**src/rtl/sdram_port_arbiter_if.sv**
```systemverilog
// Port-block / SDRAM-controller signal bundle around the arbiter.
// Member suffixes (_i/_o) are named from the arbiter's side.
interface sdram_port_arbiter_if #(
  parameter int NR_PORTS = 2
);
  logic [32*NR_PORTS-1:0] adr_i;
  logic [16*NR_PORTS-1:0] dat_i;
  logic [2*NR_PORTS-1:0]  sel_i;
  logic [NR_PORTS-1:0]    acc_i;
  logic [NR_PORTS-1:0]    we_i;
  logic [NR_PORTS-1:0]    ack_o;
  logic [15:0]            dat_o;
  logic [31:0]            adr_o;
  logic [15:0]            sdr_dat_o;
  logic [1:0]             sel_o;
  logic                   acc_o;
  logic                   we_o;
  logic                   ack_i;
  logic [15:0]            sdr_dat_i;
  logic [31:0]            bufw_adr_o;
  logic [31:0]            bufw_dat_o;
  logic [3:0]             bufw_sel_o;
  logic [NR_PORTS-1:0]    bufw_we_o;

  modport slave (
    input  adr_i, dat_i, sel_i, acc_i, we_i, ack_i, sdr_dat_i,
    output ack_o, dat_o, adr_o, sdr_dat_o, sel_o, acc_o, we_o,
           bufw_adr_o, bufw_dat_o, bufw_sel_o, bufw_we_o
  );

  modport master (
    output adr_i, dat_i, sel_i, acc_i, we_i, ack_i, sdr_dat_i,
    input  ack_o, dat_o, adr_o, sdr_dat_o, sel_o, acc_o, we_o,
           bufw_adr_o, bufw_dat_o, bufw_sel_o, bufw_we_o
  );
endinterface

```
**src/rtl/sdram_port_arbiter.sv**
```systemverilog
// Round-robin arbiter of NR_PORTS port blocks onto one SDRAM controller port,
// holding the grant across read bursts and broadcasting writes for buffer snooping.
module sdram_port_arbiter #(
  parameter int NR_PORTS    = 2,
  parameter int HOLD_CYCLES = 8
) (
  input  logic              sdram_clk,
  input  logic              sdram_rst,
  sdram_port_arbiter_if.slave bus
);
  localparam int OW = (NR_PORTS > 1) ? $clog2(NR_PORTS) : 1;
  localparam int HW = (HOLD_CYCLES > 1) ? $clog2(HOLD_CYCLES) : 1;
  localparam logic [OW-1:0] LAST_INIT = OW'(NR_PORTS - 1);
  localparam logic [HW-1:0] HOLD_INIT = HW'(HOLD_CYCLES - 1);

  typedef enum logic [1:0] {IDLE, GRANT, HOLD, SNOOP} state_e;

  state_e        state_q, state_d;
  logic [OW-1:0] owner_q, owner_d, last_q, last_d, pick;
  logic [HW-1:0] hold_q, hold_d;
  logic          first_q, first_d, found;
  logic [31:0]   badr_q, badr_d, bdat_q, bdat_d;
  logic [3:0]    bsel_q, bsel_d;

  logic [31:0]         own_adr;
  logic [15:0]         own_dat;
  logic [1:0]          own_sel;
  logic                own_acc, own_we;
  logic [NR_PORTS-1:0] owner_mask;

  assign own_adr    = bus.adr_i[32*int'(owner_q) +: 32];
  assign own_dat    = bus.dat_i[16*int'(owner_q) +: 16];
  assign own_sel    = bus.sel_i[2*int'(owner_q) +: 2];
  assign own_acc    = bus.acc_i[owner_q];
  assign own_we     = bus.we_i[owner_q];
  assign owner_mask = NR_PORTS'(1) << owner_q;

  // First requester searching upward from the port after the last one served
  always_comb begin
    int            idx;
    logic [OW-1:0] cand;
    idx   = 0;
    cand  = '0;
    pick  = owner_q;
    found = 1'b0;
    for (int i = 1; i <= NR_PORTS; i++) begin
      idx  = (int'(last_q) + i) % NR_PORTS;
      cand = OW'(idx);
      if (!found && bus.acc_i[cand]) begin
        found = 1'b1;
        pick  = cand;
      end
    end
  end

  always_ff @(posedge sdram_clk or posedge sdram_rst) begin
    if (sdram_rst) begin
      state_q <= IDLE;
      owner_q <= '0;
      last_q  <= LAST_INIT;
      hold_q  <= '0;
      first_q <= 1'b0;
      badr_q  <= '0;
      bdat_q  <= '0;
      bsel_q  <= '0;
    end else begin
      state_q <= state_d;
      owner_q <= owner_d;
      last_q  <= last_d;
      hold_q  <= hold_d;
      first_q <= first_d;
      badr_q  <= badr_d;
      bdat_q  <= bdat_d;
      bsel_q  <= bsel_d;
    end
  end

  always_comb begin
    state_d = state_q;
    owner_d = owner_q;
    last_d  = last_q;
    hold_d  = hold_q;
    first_d = 1'b0;
    badr_d  = badr_q;
    bdat_d  = bdat_q;
    bsel_d  = bsel_q;
    case (state_q)
      IDLE: if (found) begin
        owner_d = pick;
        first_d = 1'b1;
        state_d = GRANT;
      end
      GRANT: begin
        if (own_we) begin
          // Port presents the upper half first, the lower half on the ack cycle
          if (first_q) begin
            badr_d         = {own_adr[31:2], 2'b00};
            bdat_d[31:16]  = own_dat;
            bsel_d[3:2]    = own_sel;
          end
          if (bus.ack_i) begin
            bdat_d[15:0] = own_dat;
            bsel_d[1:0]  = own_sel;
            last_d       = owner_q;
            state_d      = SNOOP;
          end
        end else if (!own_acc) begin
          hold_d  = HOLD_INIT;
          state_d = HOLD;
        end
      end
      HOLD: begin
        if (own_acc) begin
          first_d = 1'b1;
          state_d = GRANT;
        end else if (hold_q == '0) begin
          last_d  = owner_q;
          state_d = IDLE;
        end else begin
          hold_d = hold_q - 1'b1;
        end
      end
      SNOOP: state_d = IDLE;
      default: state_d = IDLE;
    endcase
  end

  always_comb begin
    bus.adr_o     = '0;
    bus.sdr_dat_o = '0;
    bus.sel_o     = '0;
    bus.we_o      = 1'b0;
    bus.acc_o     = 1'b0;
    bus.ack_o     = '0;
    bus.bufw_we_o = '0;
    bus.dat_o     = bus.sdr_dat_i;
    if (state_q == GRANT || state_q == HOLD) begin
      bus.adr_o          = own_adr;
      bus.sdr_dat_o      = own_dat;
      bus.sel_o          = own_sel;
      bus.we_o           = own_we;
      bus.acc_o          = own_acc;
      bus.ack_o[owner_q] = bus.ack_i;
    end
    if (state_q == SNOOP)
      bus.bufw_we_o = ~owner_mask;
  end

  assign bus.bufw_adr_o = badr_q;
  assign bus.bufw_dat_o = bdat_q;
  assign bus.bufw_sel_o = bsel_q;
endmodule
```
**src/flat_wrapper.sv**
```systemverilog
// flat-port wrapper written by rule: the top's interface ports become plain ports
module sdram_port_arbiter_flat 
#(
  parameter int NR_PORTS    = 2,
  parameter int HOLD_CYCLES = 8
)
  (sdram_clk, sdram_rst, bus_adr_i, bus_dat_i, bus_sel_i, bus_acc_i, bus_we_i, bus_ack_i, bus_sdr_dat_i, bus_ack_o, bus_dat_o, bus_adr_o, bus_sdr_dat_o, bus_sel_o, bus_acc_o, bus_we_o, bus_bufw_adr_o, bus_bufw_dat_o, bus_bufw_sel_o, bus_bufw_we_o);
  sdram_port_arbiter_if #(.NR_PORTS(NR_PORTS)) bus_i ();
  input  logic sdram_clk;
  input  logic sdram_rst;
  input wire logic [$bits(bus_i.adr_i)-1:0] bus_adr_i;
  input wire logic [$bits(bus_i.dat_i)-1:0] bus_dat_i;
  input wire logic [$bits(bus_i.sel_i)-1:0] bus_sel_i;
  input wire logic [$bits(bus_i.acc_i)-1:0] bus_acc_i;
  input wire logic [$bits(bus_i.we_i)-1:0] bus_we_i;
  input wire logic [$bits(bus_i.ack_i)-1:0] bus_ack_i;
  input wire logic [$bits(bus_i.sdr_dat_i)-1:0] bus_sdr_dat_i;
  output wire logic [$bits(bus_i.ack_o)-1:0] bus_ack_o;
  output wire logic [$bits(bus_i.dat_o)-1:0] bus_dat_o;
  output wire logic [$bits(bus_i.adr_o)-1:0] bus_adr_o;
  output wire logic [$bits(bus_i.sdr_dat_o)-1:0] bus_sdr_dat_o;
  output wire logic [$bits(bus_i.sel_o)-1:0] bus_sel_o;
  output wire logic [$bits(bus_i.acc_o)-1:0] bus_acc_o;
  output wire logic [$bits(bus_i.we_o)-1:0] bus_we_o;
  output wire logic [$bits(bus_i.bufw_adr_o)-1:0] bus_bufw_adr_o;
  output wire logic [$bits(bus_i.bufw_dat_o)-1:0] bus_bufw_dat_o;
  output wire logic [$bits(bus_i.bufw_sel_o)-1:0] bus_bufw_sel_o;
  output wire logic [$bits(bus_i.bufw_we_o)-1:0] bus_bufw_we_o;
  assign bus_i.adr_i = bus_adr_i;
  assign bus_i.dat_i = bus_dat_i;
  assign bus_i.sel_i = bus_sel_i;
  assign bus_i.acc_i = bus_acc_i;
  assign bus_i.we_i = bus_we_i;
  assign bus_i.ack_i = bus_ack_i;
  assign bus_i.sdr_dat_i = bus_sdr_dat_i;
  assign bus_ack_o = bus_i.ack_o;
  assign bus_dat_o = bus_i.dat_o;
  assign bus_adr_o = bus_i.adr_o;
  assign bus_sdr_dat_o = bus_i.sdr_dat_o;
  assign bus_sel_o = bus_i.sel_o;
  assign bus_acc_o = bus_i.acc_o;
  assign bus_we_o = bus_i.we_o;
  assign bus_bufw_adr_o = bus_i.bufw_adr_o;
  assign bus_bufw_dat_o = bus_i.bufw_dat_o;
  assign bus_bufw_sel_o = bus_i.bufw_sel_o;
  assign bus_bufw_we_o = bus_i.bufw_we_o;
  sdram_port_arbiter #(.NR_PORTS(NR_PORTS), .HOLD_CYCLES(HOLD_CYCLES)) u_core (.sdram_clk(sdram_clk), .sdram_rst(sdram_rst), .bus(bus_i));
endmodule
```
**config.mk**
```make
export PLATFORM = sky130hd
export DESIGN_NAME = sdram_port_arbiter_flat
export DESIGN_NICKNAME = d
export VERILOG_FILES = /design/src/rtl/sdram_port_arbiter_if.sv /design/src/rtl/sdram_port_arbiter.sv /design/src/flat_wrapper.sv
export SDC_FILE = /design/constraint.sdc
export NUM_CORES = 1
export LEC_CHECK = 0
export BUFFER_PORTS_ARGS = -buffer_cell sky130_fd_sc_hd__buf_4
export CAP_MARGIN = 20
export CORE_MARGIN = 4
export CORE_UTILIZATION = 39
export DETAILED_ROUTE_END_ITERATION = 7
export GPL_TIMING_DRIVEN = 0
export PLACE_DENSITY = 0.78
export SETUP_SLACK_MARGIN = 0.1
export SLEW_MARGIN = 20
export SYNTH_ARGS = -nofsm -noshare
export SYNTH_HDL_FRONTEND = slang
export SYNTH_SLANG_ARGS = --single-unit
```
**constraint.sdc**
```tcl
create_clock -name sdram_clk -period 2.09 [get_ports sdram_clk]
set_clock_uncertainty 0.05 [all_clocks]
set_input_delay 0.209 -clock sdram_clk [delete_from_list [all_inputs] [get_ports sdram_clk]]
set_output_delay 0.209 -clock sdram_clk [all_outputs]
set_load 0.02 [all_outputs]
```
==> results of run 1 <==
## through the flow
step / hold WS, ns / total power (W)
2_1_floorplan: 0.298 / 0.00686
3_3_place_gp: 0.423 / 0.00974
3_5_place_dp: 0.169 / 0.00996
4_1_cts: 0.0859 / 0.0121
5_1_grt: 0.127 / 0.0133
6_report: 0.131 / 0.0126
## per-layer routing
layer | up-vias | global-route usage
met5 | - | 0
met3 | 25 | 0.0611
li1 | 1799 | -
met2 | 185 | 0.394
met1 | 1852 | 0.227
met4 | 0 | 0.0730
## placed cells by master (no fill, tap or decap), types with 11 or more instances in the layout
cell      synthesis  layout
a21oi_1          31      31
and2_1           19      11
buf_4            19     274
buf_6             1      14
clkbuf_8          0      11
dfrtp_1          73      73
mux2_2           46      37
mux2_4           10      19
mux2i_1          34      14
mux2i_2           1      13
nor2_1           34      34
nor2b_1          35      29
## synthesized netlist by cell type
cell type | count | share of area
or3_1 | 1 | 0.0015
nor3b_1 | 1 | 0.0019
dfstp_2 | 1 | 0.0065
buf_6 | 1 | 0.0028
nor3b_2 | 1 | 0.0031
nor2b_1 | 35 | 0.054
a22oi_1 | 1 | 0.0019
nor2_1 | 34 | 0.031
o211ai_1 | 1 | 0.0019
nand3_1 | 1 | 0.0012
buf_4 | 19 | 0.035
nand2b_1 | 1 | 0.0015
nand2_1 | 4 | 0.0037
a32o_1 | 1 | 0.0025
and3b_1 | 1 | 0.0022
o31a_1 | 1 | 0.0022
mux2_4 | 10 | 0.037
mux2i_1 | 34 | 0.084
o21ai_0 | 7 | 0.0086
and2_1 | 19 | 0.029
buf_2 | 10 | 0.012
buf_1 | 1 | 0.00093
mux2i_2 | 1 | 0.0034
mux2_2 | 46 | 0.13
a21oi_1 | 31 | 0.038
or2_2 | 1 | 0.0015
and3_1 | 1 | 0.0015
a32oi_1 | 1 | 0.0022
o31ai_1 | 2 | 0.0037
conb_1 | 1 | 0.00093
ha_1 | 8 | 0.025
inv_1 | 8 | 0.0074
o22ai_1 | 1 | 0.0015
clkbuf_1 | 10 | 0.0093
dfrtp_1 | 73 | 0.45
nor3_1 | 1 | 0.0012
## worst max-delay path, stage by stage (launching register included)
cell and delay, ns:
dfrtp_1 0.38, buf_6 0.14, buf_12 0.14, buf_12 0.14
buf_8 0.13, mux2i_1 0.21, nor2b_1 0.09, buf_4 0.16
## final timing paths
path                                                from                               endpoint  slack [ns]  cells after the start
hold reg to reg             u_core.hold_q[0]$_DFFE_PP0P_           u_core.hold_q[0]$_DFFE_PP0P_        0.45                      1
min in group asynchronous                      sdram_rst  u_core.bus.bufw_adr_o[24]$_DFFE_PP0P_        0.36                      3
hold / removal                              bus_acc_i[1]             u_core.owner_q$_DFFE_PP0P_        0.13                      2
setup reg to reg           u_core.state_q[1]$_DFFE_PP0P_   u_core.bus.bufw_dat_o[5]$_DFFE_PP0P_        0.16                      7
setup / recovery              u_core.owner_q$_DFFE_PP0P_                           bus_adr_o[8]        0.09                      7
max in group asynchronous                      sdram_rst              u_core.last_q$_DFFE_PP1P_        1.09                      4
## cells by family (layout without fill, tap and decap cells)
family	count (synthesis)	after routing	share of synthesized area
flops	74	74	0.457
fa+ha+maj	8	8	0.0247
compound gates	46	46	0.0627
other cells	1	2	0.000925
buf+inv	49	335	0.0679
simple gates	101	101	0.134
mux	91	91	0.252
## report_power, final
| group | switching (W) | total [W] | internal [W] |
|---|---|---|---|
| Sequential | 0.000391 | 0.00255 | 0.00216 |
| Clock | 0.000523 | 0.00122 | 0.000702 |
| Combinational | 0.00441 | 0.00884 | 0.00443 |
| Total | 0.00533 | 0.0126 | 0.00729 |
## sequential cells by signal, summed over array words and instances, names as in the netlist
name                   flops
u_core.hold_q              3
u_core.first_q             1
u_core.bus.bufw_sel_o      4
u_core.state_q             2
u_core.bus.bufw_dat_o     32
u_core.owner_q             1
u_core.last_q              1
u_core.bus.bufw_adr_o     30
## cell type report
cell class	count	area share
sequential	74	0.266
timing repair buffer	270	0.304
buffer	41	0.0594
inverter	8	0.00485
multi-input combinational	248	0.311
clock buffer	11	0.0203
clock inverter	5	0.0111
tap	133	0.0239
## timing repair
action	CTS	global route
buffers inserted	14	8
setup endpoints to repair	113	115
pin swaps	1	7
gates cloned	0	1
endpoints found under the hold margin	13	0
hold buffers	1	0
resized for setup	67	62
==> flow_summary.toml, run 1 <==
[global_route]
grt_pass1_vias = 4090
grt_pass1_wl_um = 19900
track_usage = 0.212
overflow = 0
grt_antenna_before_repair = 0
grt_max_degree = 32

[clock_tree]
clk_latency_ns = 0.34
cts-root-buf = "clkbuf_8"
cts_sinks = 74
cts_buffer_depth = 2
cts_buffers = 9
path_clk_slew_ns = 0.07
cts_tree = "built"
htreeDepth = 3

[logic_synthesis]
yosysWarnings = 0
synthCells = 370
ys_ff_latch = 74
yosysSeqAreaShare = 0.457
synth_cell_types = 36
syn_area_per_cell_um2 = 11.0
mappedNetlistArea_um2 = 4050

[route]
vias_per_cell = 4.89
drt-total-wl_um = 14000
wl_per_cell_um = 17.8
maxUsedRoutingLayer = "met4"
drtIter0Drc = 153
wl_met3_um = 1380
drc = 0
wl_met2_um = 7590
vias = 3861
met1Wirelength_um = 4780
drt_first_pass_iters = 6
drtAntennaViolNets = 0

[critical_path]
worst_setup_path_end_kind = "output port"
critPathArrivalTime_ns = 1.74
critPathRequiredTime_ns = 1.83
worst_setup_path_start_kind = "flip-flop"
worst-setup-path-type = "flip-flop to output port"
worst-path-max-fanout = 6

[final_layout]
layout-drive-gt1-share = 0.647
stdcell_area_um2 = 6970
layoutNonFillerInstCount = 790
finalNetCount = 783
multi_input_area_um2 = 2170
antenna_cells = 0
utilization = 0.700
fillers = 728
area_delta_synth_final_pct = 71.9
seq_area_um2 = 1850

[floorplan]
die_height_um = 110
die_area_um2 = 12100
coreArea_um2 = 9950
row_count = 36
pin_count = 263
dieWidth_um = 110
start_util = 0.407

[timing]
finalCritPeriodShare = 0.957
slew_violations = 0
finalSetupTns_ns = 0
max_freq_mhz = 500
slew_headroom = 0.583
min_period_ns = 2.00
rsz0062_at_grt = "true"
tightest_slew_ns = 0.620
hold_viol = 0
setup_viol = 0
timing.final.ws_setup_ns = 0.0896

[placement]
dpl_cell_area_um2 = 6100
dp.cells = 750
post-place-ws_ns = -0.397
gp_congestion = 0.779
dp_hpwl_um = 10500
numPortBuffers = 244

[pwr]
powerDensity_nw_per_um2 = 1810
p_leak_nw = 3.46
peakVddDrop_mv = 1.05

[hold_path]
hp-class = "input port to flip-flop"

[job]
max-cap-violations = 0

[outcome]
status = "completed"
Power figures use the tool's default switching activity.
==> run 2, diff against run 1 <==
--- a/config.mk
+++ b/config.mk
@@ -8,10 +8,11 @@
 export BUFFER_PORTS_ARGS = -buffer_cell sky130_fd_sc_hd__buf_4
 export CAP_MARGIN = 20
 export CORE_MARGIN = 4
-export CORE_UTILIZATION = 39
+export CORE_UTILIZATION = 40
+export CTS_BUF_LIST = sky130_fd_sc_hd__clkbuf_2 sky130_fd_sc_hd__clkbuf_4 sky130_fd_sc_hd__clkbuf_8
 export DETAILED_ROUTE_END_ITERATION = 7
 export GPL_TIMING_DRIVEN = 0
-export PLACE_DENSITY = 0.78
+export PLACE_DENSITY = 0.8
 export SETUP_SLACK_MARGIN = 0.1
 export SLEW_MARGIN = 20
 export SYNTH_ARGS = -nofsm -noshare
==> run 2 against run 1 <==
  * Hold slack worse by 0.017 ns
  * Count of clock-buffer cells in the layout did not move
  * Clock power grew 21%
  * Die area decreased by 2.3%
  * Critical path depth shrank 1
  * Final cell count fell by 0.51%
  * Combinational power down 1%
  * Via count shrank 1.8%
  * Sequential power barely moved
  * Sequential share of layout area about the same
  * Fmax up 0.80%
  * Non-clock buffer count fell by 4
  * Critical path type unchanged
  * Critical endpoint is now bus_sdr_dat_o[11]
==> flow_summary.toml, run 2 (same netlist as run 1, synthesis figures left out) <==
[timing]
slew_headroom = 0.599
hold-worst-slack_ns = 0.114
slew_violations = 0
setup_viol = 0
finalCritPeriodShare = 0.950
tightest_slew_ns = 0.584
hold_viol = 0
rsz0062_at_grt = "true"
max_freq_mhz = 504
min_period_ns = 1.98

[floorplan]
die_height_um = 109
row_count = 36
start_util = 0.413
dieWidth_um = 109
die_area_um2 = 11800
coreArea_um2 = 9820
pin_count = 263

[placement]
numPortBuffers = 244
gp_congestion = 0.800
dp_hpwl_um = 10300

[final_layout]
seq_area_um2 = 1850
largest_reg_flops = 32
layout-drive-gt1-share = 0.654
fillers = 723
layout_commonest_cell = "buf_4"
antenna_cells = 0
mostFrequentLayoutCells = "buf_4, dfrtp_1, mux2_2"
multi_input_area_um2 = 2160
utilization = 0.709
area_delta_synth_final_pct = 71.8
finalNetCount = 779

[pwr]
p_int_w = 0.00749
p_seq_frac = 0.199
powerDensity_nw_per_um2 = 1830
combPwrFrac = 0.685
netSwitchingFraction = 0.413
switchingPower_w = 0.00527
power_frac_clock = 0.116
p_leak_nw = 3.45
peakVddDrop_mv = 0.871

[clock_tree]
htreeDepth = 3
cts_tree = "built"
clk_latency_ns = 0.34
cts-root-buf = "clkbuf_8"
cts_buffer_depth = 2
path_clk_slew_ns = 0.07
cts_buffers = 9
cts_sinks = 74

[global_route]
grt_pass1_wl_um = 19500
track_usage = 0.213
grt_max_degree = 35
overflow = 0
grt_antenna_before_repair = 0
grt_pass1_vias = 3927

[critical_path]
reg2reg_to = "u_core.bus.bufw_dat_o[5]$_DFFE_PP0P_"
path_common_cell = "buf_6"
setup.worst_path.end = "bus_sdr_dat_o[11]"
worst_setup_path_start_kind = "flip-flop"
path_depth = 6
worst_setup_path_end_kind = "output port"
cp_num_buf_inv = 4
worst-r2r-cell-count = 7
critPathArrivalTime_ns = 1.73
worst-path-max-fanout = 6
rrSetupSlack_ns = 0.13
critPathSlowestCell = "dfrtp_1"
slowest_delay_ns = 0.37
r2r-start = "u_core.state_q[1]$_DFFE_PP0P_"
critPathRequiredTime_ns = 1.83
critical-path-top-delay-family = "buffers and inverters"
path_cells = "buf_6 -> buf_8 -> buf_4 -> mux2_4 -> and2_4 -> buf_6"
worst-setup-path-type = "flip-flop to output port"
cp-startpoint = "u_core.owner_q$_DFFE_PP0P_"

[route]
wl_per_cell_um = 17.5
drc = 0
vias = 3791
drt_first_pass_iters = 4
drtAntennaViolNets = 0
vias_per_cell = 4.82
drt-total-wl_um = 13800
drtIter0Drc = 139

[outcome]
status = "completed"

[job]
max-cap-violations = 0

[hold_path]
holdPathStages = 2
hp-class = "input port to flip-flop"
[run 2: cell count changes in the layout (fill, tap and decap cells not counted), sizes merged]
cell,previous run,this run
bufinv,2,4
buf,301,300
clkbuf,20,17
clkinv,2,1
clkinvlp,2,1
[run 2: layout make-up]
type / instances / area share
tap: 133 / 0.0239
inverter: 8 / 0.00485
clock inverter: 5 / 0.0180
sequential: 74 / 0.266
timing repair buffer: 266 / 0.299
buffer: 41 / 0.0562
clock buffer: 11 / 0.0208
multi-input combinational: 248 / 0.311
[run 2: how the worst min path moves through the flow]
stage / from / endpoint
after floorplan: bus_acc_i[1] / u_core.first_q$_DFF_PP0_
after global placement: u_core.hold_q[0]$_DFFE_PP0P_ / u_core.hold_q[0]$_DFFE_PP0P_
after CTS: bus_acc_i[1] / u_core.first_q$_DFF_PP0_
final: bus_acc_i[1] / u_core.owner_q$_DFFE_PP0P_
after detailed placement: sdram_rst / u_core.bus.bufw_dat_o[18]$_DFFE_PP0P_
after global routing: bus_acc_i[1] / u_core.owner_q$_DFFE_PP0P_
[run 2: worst reg2reg max path, delay by kind of cell, from the launching register on]
family	cells	cell delay, ns
multiplexers	1	0.31
AND/OR/NAND/NOR	1	0.37
buffers and inverters	4	0.52
adder cells (fa/ha/maj)	1	0.20
flip-flops	1	0.40
[run 2: power by group through the flow]
stage          logic (W)  clock network, W  registers, W
6_report         0.00874           0.00148       0.00254
5_1_grt          0.00928           0.00159       0.00263
4_1_cts          0.00796           0.00152       0.00254
3_5_place_dp     0.00739                 0       0.00256
3_3_place_gp     0.00723                 0       0.00252
2_1_floorplan    0.00353                 0       0.00332
[run 2: routing by layer]
layer  track usage  part of all wire  up-vias
met3        0.0817             0.091       30
met4        0.0622             0.022        0
met5             0                 0        -
met2         0.388              0.53      191
li1              -                 -     1788
met1         0.229              0.36     1782
[run 2: stage by stage]
| stage | power, W | area (um2) | setup slack [ns] | setup TNS (ns) | cells |
|---|---|---|---|---|---|
| 3_5_place_dp | 0.00995 | 6100 | -0.335 | -17.33 | 750 |
| 3_3_place_gp | 0.00975 | 6060 | -0.238 | -7.74 | 748 |
| 6_report | 0.0128 | 6960 | 0.105 | 0 | 786 |
| 4_1_cts | 0.0120 | 6580 | 0.0319 | 0 | 774 |
| 2_1_floorplan | 0.00686 | 4060 | 0.251 | 0 | 371 |
| 5_1_grt | 0.0135 | 6960 | 0.00334 | 0 | 786 |
[run 2: repair_timing]
item                                    in CTS  in global routing
hold endpoints to repair                     9                  0
setup buffers                                7                 11
hold buffers                                 1                  0
pin swaps                                    0                  9
gates cloned                                 0                  1
gates resized for setup                     40                 84
endpoints found under the setup margin     113                111
==> run 3, diff against run 2 <==
--- a/config.mk
+++ b/config.mk
@@ -11,7 +11,6 @@
 export CORE_UTILIZATION = 40
 export CTS_BUF_LIST = sky130_fd_sc_hd__clkbuf_2 sky130_fd_sc_hd__clkbuf_4 sky130_fd_sc_hd__clkbuf_8
 export DETAILED_ROUTE_END_ITERATION = 7
-export GPL_TIMING_DRIVEN = 0
 export PLACE_DENSITY = 0.8
 export SETUP_SLACK_MARGIN = 0.1
 export SLEW_MARGIN = 20
==> run 3 against run 2 <==
  * Clock power shrank 24%
  * Sequential power is essentially flat
  * Design area shrank 5.5%
  * Critical path depth grew 1
  * Register-to-register slack lost 0.05 ns
  * Final cell count shrank 6.1%
  * Count of clock-buffer cells in the layout shrank 1
  * Non-clock buffer count shrank 48
  * Hold slack gained 0.026 ns
  * Global-route usage shrank 1.2 points
  * Largest cell class unchanged
  * Largest power group unchanged
  * Highest routed layer unchanged
==> flow_summary.toml, run 3 (same netlist as run 1, synthesis figures left out) <==
[floorplan]
coreArea_um2 = 9820
start_util = 0.413
die_height_um = 109
dieWidth_um = 109
die_area_um2 = 11800
pin_count = 263
row_count = 36

[route]
drt-total-wl_um = 13700
wl_per_cell_um = 18.5
vias = 3655
drt_first_pass_iters = 4
drtAntennaViolNets = 0
drtIter0Drc = 140
vias_per_cell = 4.95
drc = 0

[final_layout]
utilization = 0.670
largest_reg_flops = 32
layout_commonest_cell = "buf_4"
area_delta_synth_final_pct = 62.3
layoutNonFillerInstCount = 738
mostFrequentLayoutCells = "buf_4, dfrtp_1, mux2_2"
seq_area_um2 = 1850
finalNetCount = 731
antenna_cells = 0
fillers = 731
layout-drive-gt1-share = 0.600
multi_input_area_um2 = 2130

[timing]
min_period_ns = 2.01
finalSetupTns_ns = 0
slew_violations = 0
rsz0062_at_grt = "true"
hold_viol = 0
slew_headroom = 0.616
tightest_slew_ns = 0.571
timing.final.ws_setup_ns = 0.0828
finalCritPeriodShare = 0.960
max_freq_mhz = 498
setup_viol = 0
hold-worst-slack_ns = 0.140

[hold_path]
worstHoldStart = "bus_adr_i[22]"
hp-class = "input port to flip-flop"

[clock_tree]
cts_sinks = 74
htreeDepth = 3
path_clk_slew_ns = 0.09
cts_buffers = 9
cts_tree = "built"
cts-root-buf = "clkbuf_8"
cts_buffer_depth = 2
clk_latency_ns = 0.34

[job]
max-cap-violations = 0

[placement]
dp.cells = 703
gp_congestion = 0.800
numPortBuffers = 228
post-place-ws_ns = 0.176
dp_hpwl_um = 9170

[global_route]
grt_pass1_wl_um = 18700
grt_max_degree = 48
track_usage = 0.202
top_usage_layer = "met2"
gr-usage-met2 = 0.386
overflow = 0
grt_pass1_vias = 3754
grt_antenna_before_repair = 0
grtUsageMet1 = 0.220
use_met3 = 0.0497

[critical_path]
worst-path-max-fanout = 7
r2r-start = "u_core.owner_q$_DFFE_PP0P_"
critical-path-top-delay-family = "multiplexers"
critPathSlowestCell = "dfrtp_2"
path_common_cell = "buf_4"
cp-startpoint = "u_core.owner_q$_DFFE_PP0P_"
critPathRequiredTime_ns = 2.32
critPathArrivalTime_ns = 2.24
slowest_delay_ns = 0.45
worst_setup_path_end_kind = "flip-flop"
path_cells = "buf_6 -> buf_4 -> mux2i_2 -> buf_4 -> and3b_1 -> o211ai_1 -> mux2_4"
cp_num_buf_inv = 3
worst-setup-path-type = "flip-flop to flip-flop"
worst_setup_path_start_kind = "flip-flop"

[outcome]
status = "completed"

[pwr]
peakVddDrop_mv = 0.919
p_leak_nw = 3.17
powerDensity_nw_per_um2 = 1830
## run 3: cell count changes in the layout (fill, tap and decap cells not counted), moves of 5 or more
cell     before  now
buf_4       270  236
mux2_2       38   44
mux2i_2      20   10
mux2i_4       5   10
buf_6        19    5
mux2_4       18   12
and2_4        8    1
and2_1       11   18
mux2i_1      10   15
## run 3: where the power goes
part           internal [W]  switching (W)
Combinational       0.00408        0.00423
Clock              0.000567       0.000560
Sequential          0.00216       0.000409
## run 3: worst min-delay path, cell delays in order
cell	delay, ns
buf_4	0.07
mux2i_1	0.07
a21oi_1	0.14
## run 3: worst paths after layout
check	end	slack, ns	depth (start not counted)
min in group asynchronous	u_core.bus.bufw_dat_o[22]$_DFFE_PP0P_	0.41	3
worst max register to register	u_core.last_q$_DFFE_PP1P_	0.08	7
worst min-delay path	u_core.bus.bufw_adr_o[22]$_DFFE_PP0P_	0.14	3
worst min register to register	u_core.bus.bufw_sel_o[1]$_DFFE_PP0P_	0.46	1
worst max-delay path	u_core.last_q$_DFFE_PP1P_	0.08	7
max in group asynchronous	u_core.bus.bufw_dat_o[4]$_DFFE_PP0P_	1.05	4
## run 3: timing repair
action | in CTS | in global routing
gates resized for setup | 9 | 51
endpoints found under the setup margin | 54 | 76
hold endpoints to repair | 17 | 0
hold buffers | 1 | 0
pin swaps | 0 | 2
buffers inserted | 8 | 5
gates cloned | 1 | 4
## run 3: layout make-up
cell class,count,area share
clock inverter,6,0.0101
sequential,74,0.282
multi-input combinational,248,0.324
timing repair buffer,259,0.333
clock buffer,10,0.0200
tap,133,0.0253
inverter,8,0.00514
## run 3: routing by layer
layer  up-vias  share of wire
met5         -              0
met4         0          0.012
met3        18          0.086
met2       178           0.55
met1      1755           0.35
li1       1704              -
## run 3: metrics by stage
step           cell area [um2]  power, W
2_1_floorplan             4060   0.00686
3_3_place_gp              5850   0.00958
3_5_place_dp              5850   0.00978
4_1_cts                   6200    0.0113
5_1_grt                   6580    0.0127
6_report                  6580    0.0120
